File: src/rtl/mips_fetch_pkg.sv
`default_nettype none
// +----------------------------------------------------------------------+
// | Package     : mips_fetch_pkg                                         |
// | Description : Shared encodings for the instruction fetch stage:      |
// |               next-PC select codes, default HALT opcode and the      |
// |               fetch state enumeration.                               |
// | Revision    : 1.0  initial release                                   |
// +----------------------------------------------------------------------+
package mips_fetch_pkg;

  // Next-PC select codes driven by the control unit for the word in IR
  localparam logic [1:0] PC_SRC_SEQ    = 2'b00;
  localparam logic [1:0] PC_SRC_BRANCH = 2'b01;
  localparam logic [1:0] PC_SRC_JUMP   = 2'b10;
  localparam logic [1:0] PC_SRC_JR     = 2'b11;

  // Opcode field value that stops the fetch stage
  localparam logic [5:0] DEFAULT_HALT_OPCODE = 6'b111111;

  // Fetch stage states; HALT and FAULT are only left through reset
  typedef enum logic [1:0] {
    RUN   = 2'd0,
    HALT  = 2'd1,
    FAULT = 2'd2
  } fetch_state_e;

endpackage
`default_nettype wire

File: src/rtl/next_pc_calc.sv
`default_nettype none
// +----------------------------------------------------------------------+
// | Module      : next_pc_calc                                           |
// | Description : Combinational next-PC selection. Targets are relative |
// |               to the PC of the instruction held in IR, not to the    |
// |               current fetch PC. redirect flags any non-sequential    |
// |               selection so the caller can squash the fetched word.   |
// | Revision    : 1.0  initial release                                   |
// +----------------------------------------------------------------------+
module next_pc_calc
  import mips_fetch_pkg::*;
(
  input  logic [31:0] pc,
  input  logic [31:0] ir_pc,
  input  logic [1:0]  pc_src,
  input  logic [31:0] branch_imm,
  input  logic [25:0] jump_index,
  input  logic [31:0] jr_target,
  output logic [31:0] next_pc,
  output logic        redirect
);

  logic [31:0] w_link;

  // Address following the instruction in IR; base for branch and jump
  assign w_link = ir_pc + 32'd4;

  // Select the next fetch address for the requested flow type
  always_comb begin
    next_pc  = pc + 32'd4;
    redirect = 1'b0;
    case (pc_src)
      PC_SRC_BRANCH: begin
        next_pc  = w_link + (branch_imm << 2);
        redirect = 1'b1;
      end
      PC_SRC_JUMP: begin
        next_pc  = {w_link[31:28], jump_index, 2'b00};
        redirect = 1'b1;
      end
      PC_SRC_JR: begin
        next_pc  = jr_target;
        redirect = 1'b1;
      end
      default: begin
        next_pc  = pc + 32'd4;
        redirect = 1'b0;
      end
    endcase
  end

endmodule
`default_nettype wire

File: src/rtl/instr_fetch_unit.sv
`default_nettype none
// +----------------------------------------------------------------------+
// | Module      : instr_fetch_unit                                       |
// | Description : Instruction fetch stage. Owns the PC, drives the ROM   |
// |               read port, latches the returned word into IR, handles  |
// |               branch/jump/jr redirects with one squashed bubble and  |
// |               stops on the HALT opcode.                              |
// |               Optional feature macro: FETCH_BOUNDS_CHECK_EN enables  |
// |               alignment/range checking of every new PC (FAULT).      |
// | Revision    : 1.0  initial release                                   |
// +----------------------------------------------------------------------+
module instr_fetch_unit
  import mips_fetch_pkg::*;
#(
  parameter logic [31:0] RESET_PC    = 32'h0000_0000,
  parameter int unsigned ROM_BYTES   = 100,
  parameter logic [5:0]  HALT_OPCODE = DEFAULT_HALT_OPCODE
) (
  input  logic        CLK,
  input  logic        Reset,
  input  logic        pc_we,
  input  logic [1:0]  pc_src,
  input  logic [31:0] branch_imm,
  input  logic [25:0] jump_index,
  input  logic [31:0] jr_target,
  output logic        rom_rd,
  output logic [31:0] rom_addr,
  input  logic [31:0] rom_data,
  output logic [31:0] pc,
  output logic [31:0] pc_plus4,
  output logic [31:0] ir,
  output logic [31:0] ir_pc,
  output logic        ir_valid,
  output logic        halted,
  output logic        fault
);

  fetch_state_e r_state, w_state_next;
  logic [31:0]  r_pc, w_pc_next;
  logic [31:0]  r_ir, w_ir_next;
  logic [31:0]  r_ir_pc, w_ir_pc_next;
  logic         r_ir_valid, w_ir_valid_next;

  logic [1:0]   w_src_eff;
  logic [31:0]  w_target;
  logic         w_redirect;
  logic         w_halt_in_ir;
  logic         w_bad_target;

  // Flow control from the decoder only applies to a live instruction
  assign w_src_eff    = r_ir_valid ? pc_src : PC_SRC_SEQ;
  assign w_halt_in_ir = r_ir_valid && (r_ir[31:26] == HALT_OPCODE);

  next_pc_calc u_next_pc_calc (
    .pc         (r_pc),
    .ir_pc      (r_ir_pc),
    .pc_src     (w_src_eff),
    .branch_imm (branch_imm),
    .jump_index (jump_index),
    .jr_target  (jr_target),
    .next_pc    (w_target),
    .redirect   (w_redirect)
  );

`ifdef FETCH_BOUNDS_CHECK_EN
  // Highest byte address at which a full word still fits in the ROM
  localparam logic [31:0] PC_MAX = 32'(ROM_BYTES - 4);

  assign w_bad_target = (w_target[1:0] != 2'b00) || (w_target > PC_MAX);
  assign fault        = (r_state == FAULT);
`else
  assign w_bad_target = 1'b0;
  assign fault        = 1'b0;
`endif

  // Next-state and next-register selection for the fetch FSM
  always_comb begin
    w_state_next    = r_state;
    w_pc_next       = r_pc;
    w_ir_next       = r_ir;
    w_ir_pc_next    = r_ir_pc;
    w_ir_valid_next = r_ir_valid;
    case (r_state)
      RUN: begin
        if (pc_we) begin
          if (w_halt_in_ir) begin
            // PC is left pointing past the HALT word; nothing more is fetched
            w_state_next    = HALT;
            w_ir_valid_next = 1'b0;
          end else if (w_bad_target) begin
            w_state_next    = FAULT;
            w_ir_valid_next = 1'b0;
          end else if (!w_redirect) begin
            w_ir_next       = rom_data;
            w_ir_pc_next    = r_pc;
            w_ir_valid_next = 1'b1;
            w_pc_next       = w_target;
          end else begin
            // The word fetched this cycle is on the wrong path: drop it
            w_pc_next       = w_target;
            w_ir_next       = 32'h0000_0000;
            w_ir_valid_next = 1'b0;
          end
        end
      end
      HALT, FAULT: begin
        w_state_next = r_state;
      end
      default: begin
        w_state_next = RUN;
      end
    endcase
  end

  // State and fetch registers; reset overrides stall, halt and fault
  always_ff @(posedge CLK) begin
    if (Reset) begin
      r_state    <= RUN;
      r_pc       <= RESET_PC;
      r_ir       <= 32'h0000_0000;
      r_ir_pc    <= 32'h0000_0000;
      r_ir_valid <= 1'b0;
    end else begin
      r_state    <= w_state_next;
      r_pc       <= w_pc_next;
      r_ir       <= w_ir_next;
      r_ir_pc    <= w_ir_pc_next;
      r_ir_valid <= w_ir_valid_next;
    end
  end

  assign rom_rd   = (r_state == RUN);
  assign rom_addr = r_pc;
  assign pc       = r_pc;
  assign pc_plus4 = r_pc + 32'd4;
  assign ir       = r_ir;
  assign ir_pc    = r_ir_pc;
  assign ir_valid = r_ir_valid;
  assign halted   = (r_state == HALT);

endmodule
`default_nettype wire

File: config.mk
export PLATFORM = sky130hd
export DESIGN_NAME = instr_fetch_unit
export DESIGN_NICKNAME = d
export VERILOG_FILES = /design/src/rtl/mips_fetch_pkg.sv /design/src/rtl/next_pc_calc.sv /design/src/rtl/instr_fetch_unit.sv
export SDC_FILE = /design/constraint.sdc
export NUM_CORES = 1
export LEC_CHECK = 0
export ABC_CLOCK_PERIOD_IN_PS = 5100
export BUFFER_PORTS_ARGS = -buffer_cell sky130_fd_sc_hd__buf_2
export CORE_ASPECT_RATIO = 0.5
export CORE_UTILIZATION = 40
export DETAILED_ROUTE_END_ITERATION = 10
export PLACE_DENSITY_LB_ADDON = 0.3
export SLEW_MARGIN = 10
export SYNTH_ARGS = -nofsm -noshare
export SYNTH_HDL_FRONTEND = slang
export SYNTH_SLANG_ARGS = --single-unit
export TNS_END_PERCENT = 10
File: constraint.sdc
create_clock -name CLK -period 5.1 [get_ports CLK]
set_clock_uncertainty 0.15 [all_clocks]
set_input_delay 0.51 -clock CLK [delete_from_list [all_inputs] [get_ports CLK]]
set_output_delay 0.51 -clock CLK [all_outputs]
set_load 0.01 [all_outputs]
==> impl_results.md, run 1 <==
- FF-to-FF Start: ir_pc[10]
- First-pass GRT wire length: 42,500 um
- FP Rows: 35
- Avg Cell Area, Syn: 7.19 um2
- Startpoint types: flop
- I/O Buffers: 287
- Post-Syn Nets: 1,208
- Final setup viols: 0
- Worst-margin pin slew: 1100 ps
- Die Wd: 196 um
- Worst hold-check path type: in -> reg
- Synthesized area: 7520 um2
- CTS tree: yes
- P&R area growth vs syn: 21.3%
- Worst reg2reg path endpoint: pc[26]
- Nets@finish: 1,413
- Setup TNS: 0 ps
- Violated checks: DRC
- Largest net degree at the start of global routing: 61
- GR Overflow Total: 0
- Non-Filler Instances: 1,496
- Final period utilization: 0.826
- Starting density of the core: 0.409
- Detail Placement HPWL: 21,200 um
- Vias per cell: 5.72
- Vias in the first global route: 7,601
- H-tree levels: 3
- Hold Vio Cnt, Final: 0
- Drt initial violations: 816
- CP endpoint kind: flop
- WHS Endpoint: r_state[0]
- Met2 usage: 0.457
- Clock Sinks: 98
- Busiest grt layer: met2
- Pre-antenna DRT Iters: 8
- Top cells by area, synth: dfxtp_1 (26%), nand2_1 (8.7%), a21oi_1 (7.9%), ha_1 (5.7%), xnor2_1 (5.1%)
- Commonest cells in the netlist: nand2_1 (174), a21oi_1 (119), dfxtp_1 (98)
- Total power: 2.03 mW
- Post-synth top area cell: dfxtp_1
- Global Route met3 Usage: 0.0476
- Worst Hold Path Cells: 3
- Crit Path Max Fanout: 7
- Kind of critical path: reg -> reg
- HP Start: pc_we
- Max Transition Viols Final: 0
- Cells after Synth: 1,046
- Tmin final: 4210 ps
- Ant. Diodes: 0
- CTS root buffer: clkbuf_16
- Sequential-to-total area share from yosys stat: 0.261
- GRT met1 Usage: 0.396
- Crit path required time: 5140 ps
- Synth unique cells: 64
- Synth warn: 0
- Synth Flop Type: dfxtp_1
- Die Ht: 98.9 um
- Post-CTS Hold Buffers: 0
- Clock slew at reported path FFs: 70 ps
- Fmax: 237 MHz
- Max Root-Sink Buffers: 2
- Max-slew headroom: 0.264
- Core Region: 18,400 um2
- RSZ-0062 raised after global routing: false
- Antenna viol nets, final: 0
- # Post-CTS Setup Buffers: 0
- I/O pin cnt: 291
- Initial antenna violation count: 0
- Dpl cells: 1,480
- Flops & latches, synth: 98
- # resized after CTS: 0
- WL/cell: 19.0 um
- Die ar.: 19,400 um2
- Peak VDD IR: 0.154 mV
- Max-cap check violation count: 0
- Post-Route WL: 28,400 um
- Routed via count: 8,555
- FF-to-FF path depth: 13
- Status: finished, violations left
- Pleak: 4.34 nW
- Post-synth ARST share: 0
- Residual DRC: 1
- PD cells: 223 nW/um2
- Tot GR Track Use: 0.282
- Post-synth EDFFs: 0
- Layout cell share with drive strength beyond 1: 0.264
- Num CTS Buffers: 9
- Reg2Reg Setup Slack: 890 ps
- Most frequent cell after synthesis: nand2_1
- Placer Congestion: 0.933
- Clk_lat worst skew: 350 ps
- CP Data Arrival Time: 4260 ps
- Area share of the largest cell type after synthesis: 0.261
## logic make-up after synthesis
family,count (synthesis),synth area share
adders and majority gates,35,0.0592
other,1,0.000499
DFF,98,0.261
and+or+nand+nor,398,0.245
buffers and inverters,133,0.0854
xor gates and xnor gates,78,0.0909
muxes,11,0.0151
AOI/OAI and AO/OA,292,0.243
## where the power goes
part,switching (mW),internal [mW]
clock network,0.331,0.391
registers,0.0492,0.798
logic,0.284,0.180
## critical path: stages, from the launching register on
cell and delay (ps):
dfxtp_1 480, and4_1 340, nand4_1 210, nor3_1 710, xor2_1 180, ha_1 380, a21o_1 210, a21o_1 170
a21oi_1 320, a21boi_0 210, o21ai_0 120, a221o_1 310, a22oi_1 160, o22ai_1 110
## layout by cell type (no fill, tap or decap), drive strengths merged, types with 9 or more instances in the layout
| cell | count |
|---|---|
| a21o | 18 |
| a21oi | 119 |
| a22oi | 9 |
| a31oi | 16 |
| and3 | 20 |
| buf | 297 |
| clkbuf | 11 |
| dfxtp | 98 |
| ha | 34 |
| inv | 33 |
| nand2 | 174 |
| nand3 | 68 |
| nand4 | 17 |
| nor2 | 60 |
| nor3 | 20 |
| o21ai | 47 |
| o22ai | 11 |
| xnor2 | 44 |
| xor2 | 34 |
## cell type report
type                       instances  area (um2)
clock inverter                     5        70.1
multi-input combinational        815        4930
tap                              240         300
clock buffer                      11         233
fill                            1918        9270
sequential                        98        1960
inverter                          30         113
timing repair buffer             297        1510
## per-stage QoR
stage | util | setup WS, ps | hold WS, ps | cell area, um2
after global placement | 0.480 | 999 | 286 | 8820
after global routing | 0.496 | 631 | 242 | 9120
after floorplan | - | 1400 | 326 | 7520
after CTS | 0.496 | 898 | 245 | 9120
final | 0.496 | 886 | 257 | 9120
after detailed placement | 0.480 | 963 | 291 | 8820
## state kept, by name (all words and copies together) (netlist names)
register  cells
ir_valid      1
pc           32
ir_pc        32
ir           32
r_state       1
## per-layer routing
metal | share of wire | routed length, um
met1 | 0.46 | 12900
met2 | 0.45 | 12900
met3 | 0.079 | 2230
met4 | 0.012 | 340
met5 | 0 | 0
## worst max-delay path by stage
stage	to	slack, ps	startpoint
detailed placement	pc[30]	960	ir_pc[4]
global placement	pc[30]	1000	ir_pc[4]
global route	pc[30]	630	ir_pc[4]
CTS	pc[26]	900	ir_pc[10]
floorplan	pc[30]	1400	ir_pc[10]
finish	pc[26]	890	ir_pc[10]
No activity file was read; power rests on OpenSTA's default activity.
==> run 2: changes to the inputs <==
ABC_CLOCK_PERIOD_IN_PS = 4400   (was 5100)
clock period = 4.4 ns   (was 5.1 ns; I/O delays follow)
==> impl_results.md, run 2 (synthesized netlist as in run 1, its figures left out) <==
- Status: finished, violations left
- Violated checks: DRC
- RSZ-0062 raised after global routing: false
- Final instance area: 9150 um2
- Kind of critical path: reg -> reg
- Max Transition Viols Final: 0
- Clock Sinks: 98
- Max-cap check violation count: 0
- Tmin final: 4140 ps
- Max Root-Sink Buffers: 2
- Commonest non-fill, non-tap cell in the layout: buf_2
- Filler cells: 1,907
- Max-slew headroom: 0.280
- Worst reg2reg path endpoint: pc[29]
- Pleak: 4.36 nW
- Post-CTS Hold Buffers: 0
- FP Rows: 35
- CTS tree: yes
- Pre-antenna DRT Iters: 8
- HP Start: pc_we
- Crit Path Max Fanout: 8
- Clk_lat worst skew: 360 ps
- Worst hold-check path type: in -> reg
- CP endpoint kind: flop
- Tot GR Track Use: 0.284
- Setup TNS: 0 ps
- PD cells: 256 nW/um2
- Vias per cell: 5.70
- Routed via count: 8,551
- I/O Buffers: 287
- Post-Route WL: 28,300 um
- GR Overflow Total: 0
- Most frequent cells in the layout: buf_2 (287), nand2_1 (174), a21oi_1 (119), dfxtp_1 (98), nand3_1 (67)
- # Post-CTS Setup Buffers: 0
- Clock slew at reported path FFs: 80 ps
- # resized after CTS: 0
- Die Wd: 196 um
- Placed Area: 8860 um2
- Die ar.: 19,400 um2
- Worst Hold Path Cells: 3
- First-pass GRT wire length: 43,100 um
- Ant. Diodes: 0
- Placer Congestion: 0.964
- Die Ht: 98.9 um
- Area of the multi-input gates: 4930 um2
- FF-to-FF Start: ir_pc[2]
- Startpoint types: flop
- Final setup viols: 0
- WHS Endpoint: r_state[0]
- Fmax: 241 MHz
- Antenna viol nets, final: 0
- Detail Placement HPWL: 21,400 um
- Total power: 2.34 mW
- Hold Vio Cnt, Final: 0
- Worst-margin pin slew: 1080 ps
- CTS root buffer: clkbuf_16
- Largest net degree at the start of global routing: 72
- H-tree levels: 3
- Starting density of the core: 0.409
- Residual DRC: 1
- Crit path required time: 4490 ps
- Num CTS Buffers: 9
- Peak VDD IR: 0.193 mV
- Layout cell share with drive strength beyond 1: 0.268
- WL/cell: 18.9 um
- FF-to-FF path depth: 12
- I/O pin cnt: 291
- Reg2Reg Setup Slack: 260 ps
- P&R area growth vs syn: 21.7%
- Reg area: 1960 um2
- Drt initial violations: 694
- Vias in the first global route: 7,782
- CP Data Arrival Time: 4230 ps
- Nets@finish: 1,418
- Core Region: 18,400 um2
- Final period utilization: 0.941
- Initial antenna violation count: 0
-- run 2: cell types whose count changed in the layout (fill, tap and decap cells not counted), sizes merged --
| cell | delta |
|---|---|
| buf | +5 |
| bufinv | -1 |
| clkbuf | -1 |
| clkinv | +1 |
| inv | +1 |
-- run 2: worst max-delay path, cell delays in order (launching register included) --
cell and delay, ps:
dfxtp_1 480, ha_1 320, nand4_1 330, or3_1 530, inv_1 140, and3_1 180, xor2_1 340, ha_1 390
a2111oi_0 420, a21oi_1 140, a41oi_1 220, xor2_1 270, o22ai_1 120
-- run 2: worst max-delay path by stage --
stage | from | end | cells after the start
global placement | ir_pc[4] | pc[30] | 13
finish | ir_pc[2] | pc[29] | 12
global route | ir_pc[4] | pc[30] | 12
floorplan | ir_pc[10] | pc[30] | 13
detailed placement | ir_pc[4] | pc[30] | 13
CTS | ir_pc[4] | pc[30] | 13
-- run 2: layout make-up --
| cell class | instances | area share |
|---|---|---|
| Clock buffer | 10 | 0.0261 |
| Clock inverter | 6 | 0.00615 |
| Timing Repair Buffer | 302 | 0.169 |
| Inverter | 30 | 0.0123 |
| Multi-Input combinational cell | 815 | 0.539 |
| Tap cell | 240 | 0.0328 |
| Sequential cell | 98 | 0.214 |
-- run 2: power by group --
part	switching, mW	internal (mW)
clock network	0.402	0.414
registers	0.0564	0.924
logic	0.331	0.211
total	0.789	1.55
-- run 2: metrics by stage --
stage	setup slack [ps]	instances	util	hold slack [ps]
after floorplan	701	1046	-	326
after global placement	382	1485	0.482	286
after detailed placement	334	1485	0.482	294
after CTS	305	1501	0.498	169
after global routing	46.6	1501	0.498	179
final	259	1501	0.498	178
-- run 2: per-layer routing --
metal	wire, um	vias up	track usage	part of all wire
met5	0	-	0	0
met2	12600	334	0.443	0.45
met4	463	0	0.0667	0.016
li1	-	4097	-	-
met1	13100	4086	0.395	0.46
met3	2160	34	0.0674	0.076
==> run 3: changes to the inputs <==
CORE_UTILIZATION = 50   (was 40)
==> impl_results.md, run 3 (synthesized netlist as in run 1, its figures left out) <==
- Status: finished clean
- Clock slew at reported path FFs: 90 ps
- Starting density of the core: 0.516
- # resized after CTS: 0
- Worst hold-check path type: in -> reg
- Clock Sinks: 98
- Startpoint types: flop
- Crit path required time: 4480 ps
- Antenna viol nets, final: 0
- Largest net degree at the start of global routing: 72
- Setup TNS: 0 ps
- Initial antenna violation count: 0
- Max-slew headroom: 0.395
- I/O Buffers: 287
- GR Overflow Total: 0
- Vias per cell: 5.84
- WL/cell: 18.4 um
- Tmin final: 4110 ps
- Clk_lat worst skew: 360 ps
- CP endpoint kind: flop
- Max Transition Viols Final: 0
- Peak VDD IR: 0.184 mV
- Total power: 2.34 mW
- H-tree levels: 3
- Crit Path Max Fanout: 8
- CTS tree: yes
- P&R area growth vs syn: 21.1%
- Crit-path max cell delay: 510 ps
- Post-Route WL: 26,900 um
- Num CTS Buffers: 9
- Post-CTS Hold Buffers: 0
- Most frequent cells in the layout: buf_2 (287), nand2_1 (174), a21oi_1 (119), dfxtp_1 (98), nand3_1 (67)
- Detail Placement HPWL: 20,300 um
- Pleak: 4.36 nW
- Die ar.: 15,600 um2
- Fmax: 244 MHz
- PD cells: 257 nW/um2
- Max Root-Sink Buffers: 2
- Kind of critical path: reg -> reg
- # Post-CTS Setup Buffers: 0
- Commonest non-fill, non-tap cell in the layout: buf_2
- First-pass GRT wire length: 39,900 um
- CP max stage cell: or3_1
- Worst-margin pin slew: 906 ps
- Filler cells: 1,364
- Largest delay share family, worst path: simple AND/OR/NAND/NOR gates
- Drt initial violations: 748
- Die Wd: 175 um
- CP Data Arrival Time: 4180 ps
- Placer Congestion: 0.970
- Hold Vio Cnt, Final: 0
- Core Region: 14,600 um2
- Ant. Diodes: 0
- Layout cell share with drive strength beyond 1: 0.267
- Routed via count: 8,511
- Residual DRC: 0
- Worst-path cell chain: ha_1 > nand4_1 > or3_1 > inv_1 > and3_1 > xor2_1 > ha_1 > a2111oi_0 > a21oi_1 > a41oi_1 > xor2_1 > o22ai_1
- Final setup viols: 0
- CTS root buffer: clkbuf_16
- CP bufs+invs: 1
- Die Ht: 88.7 um
- Vias in the first global route: 7,416
- Final period utilization: 0.933
- FP Rows: 31
- I/O pin cnt: 291
- Tot GR Track Use: 0.330
- Pre-antenna DRT Iters: 5
- Max-cap check violation count: 0
- RSZ-0062 raised after global routing: false
- Nets@finish: 1,417
-- run 3: stage by stage --
step	hold slack, ps	cells	instance area, um2	utilization	setup WS [ps]
after floorplan	326	1046	7520	-	701
after global placement	285	1442	8800	0.603	434
after detailed placement	293	1442	8800	0.603	369
after CTS	177	1458	9100	0.624	320
after global routing	177	1458	9100	0.624	134
final	177	1458	9100	0.624	295
-- run 3: area by class of cell --
cell class | count | area [um2] | share of cell area
multi-input cells | 815 | 4930 | 0.542
flip-flops and latches | 98 | 1960 | 0.216
repair buffers | 301 | 1540 | 0.169
well taps | 198 | 248 | 0.0272
clock buffers | 9 | 225 | 0.0247
inverters | 30 | 113 | 0.0124
clock inverters | 7 | 81.3 | 0.00893
-- run 3: power by group --
group / internal, mW / switching, mW / total (mW)
Combinational: 0.210 / 0.321 / 0.532
Sequential: 0.924 / 0.0584 / 0.983
Clock: 0.407 / 0.422 / 0.829
-- run 3: worst min-delay path: stages --
cell and delay (ps):
buf_2 90, nand3_1 50, a21oi_1 60
-- run 3: layer usage --
layer  track usage  vias to the layer above  share of wire  routed length [um]
met3        0.0842                       29           0.10                2680
met2         0.526                      386           0.45               12100
met5             0                        -              0                   0
met4        0.0688                        0          0.012                 323
li1              -                     4098              -                   -
met1         0.451                     3998           0.44               11700
-- run 3: path summary, 6_finish.rpt --
kind | startpoint | to | slack [ps] | cells past startpoint
min reg2reg | ir[3] | ir[3] | 300 | 2
max reg2reg | ir_pc[2] | pc[29] | 290 | 12
max | ir_pc[2] | pc[29] | 290 | 12
min | rom_data[5] | ir[5] | 180 | 3
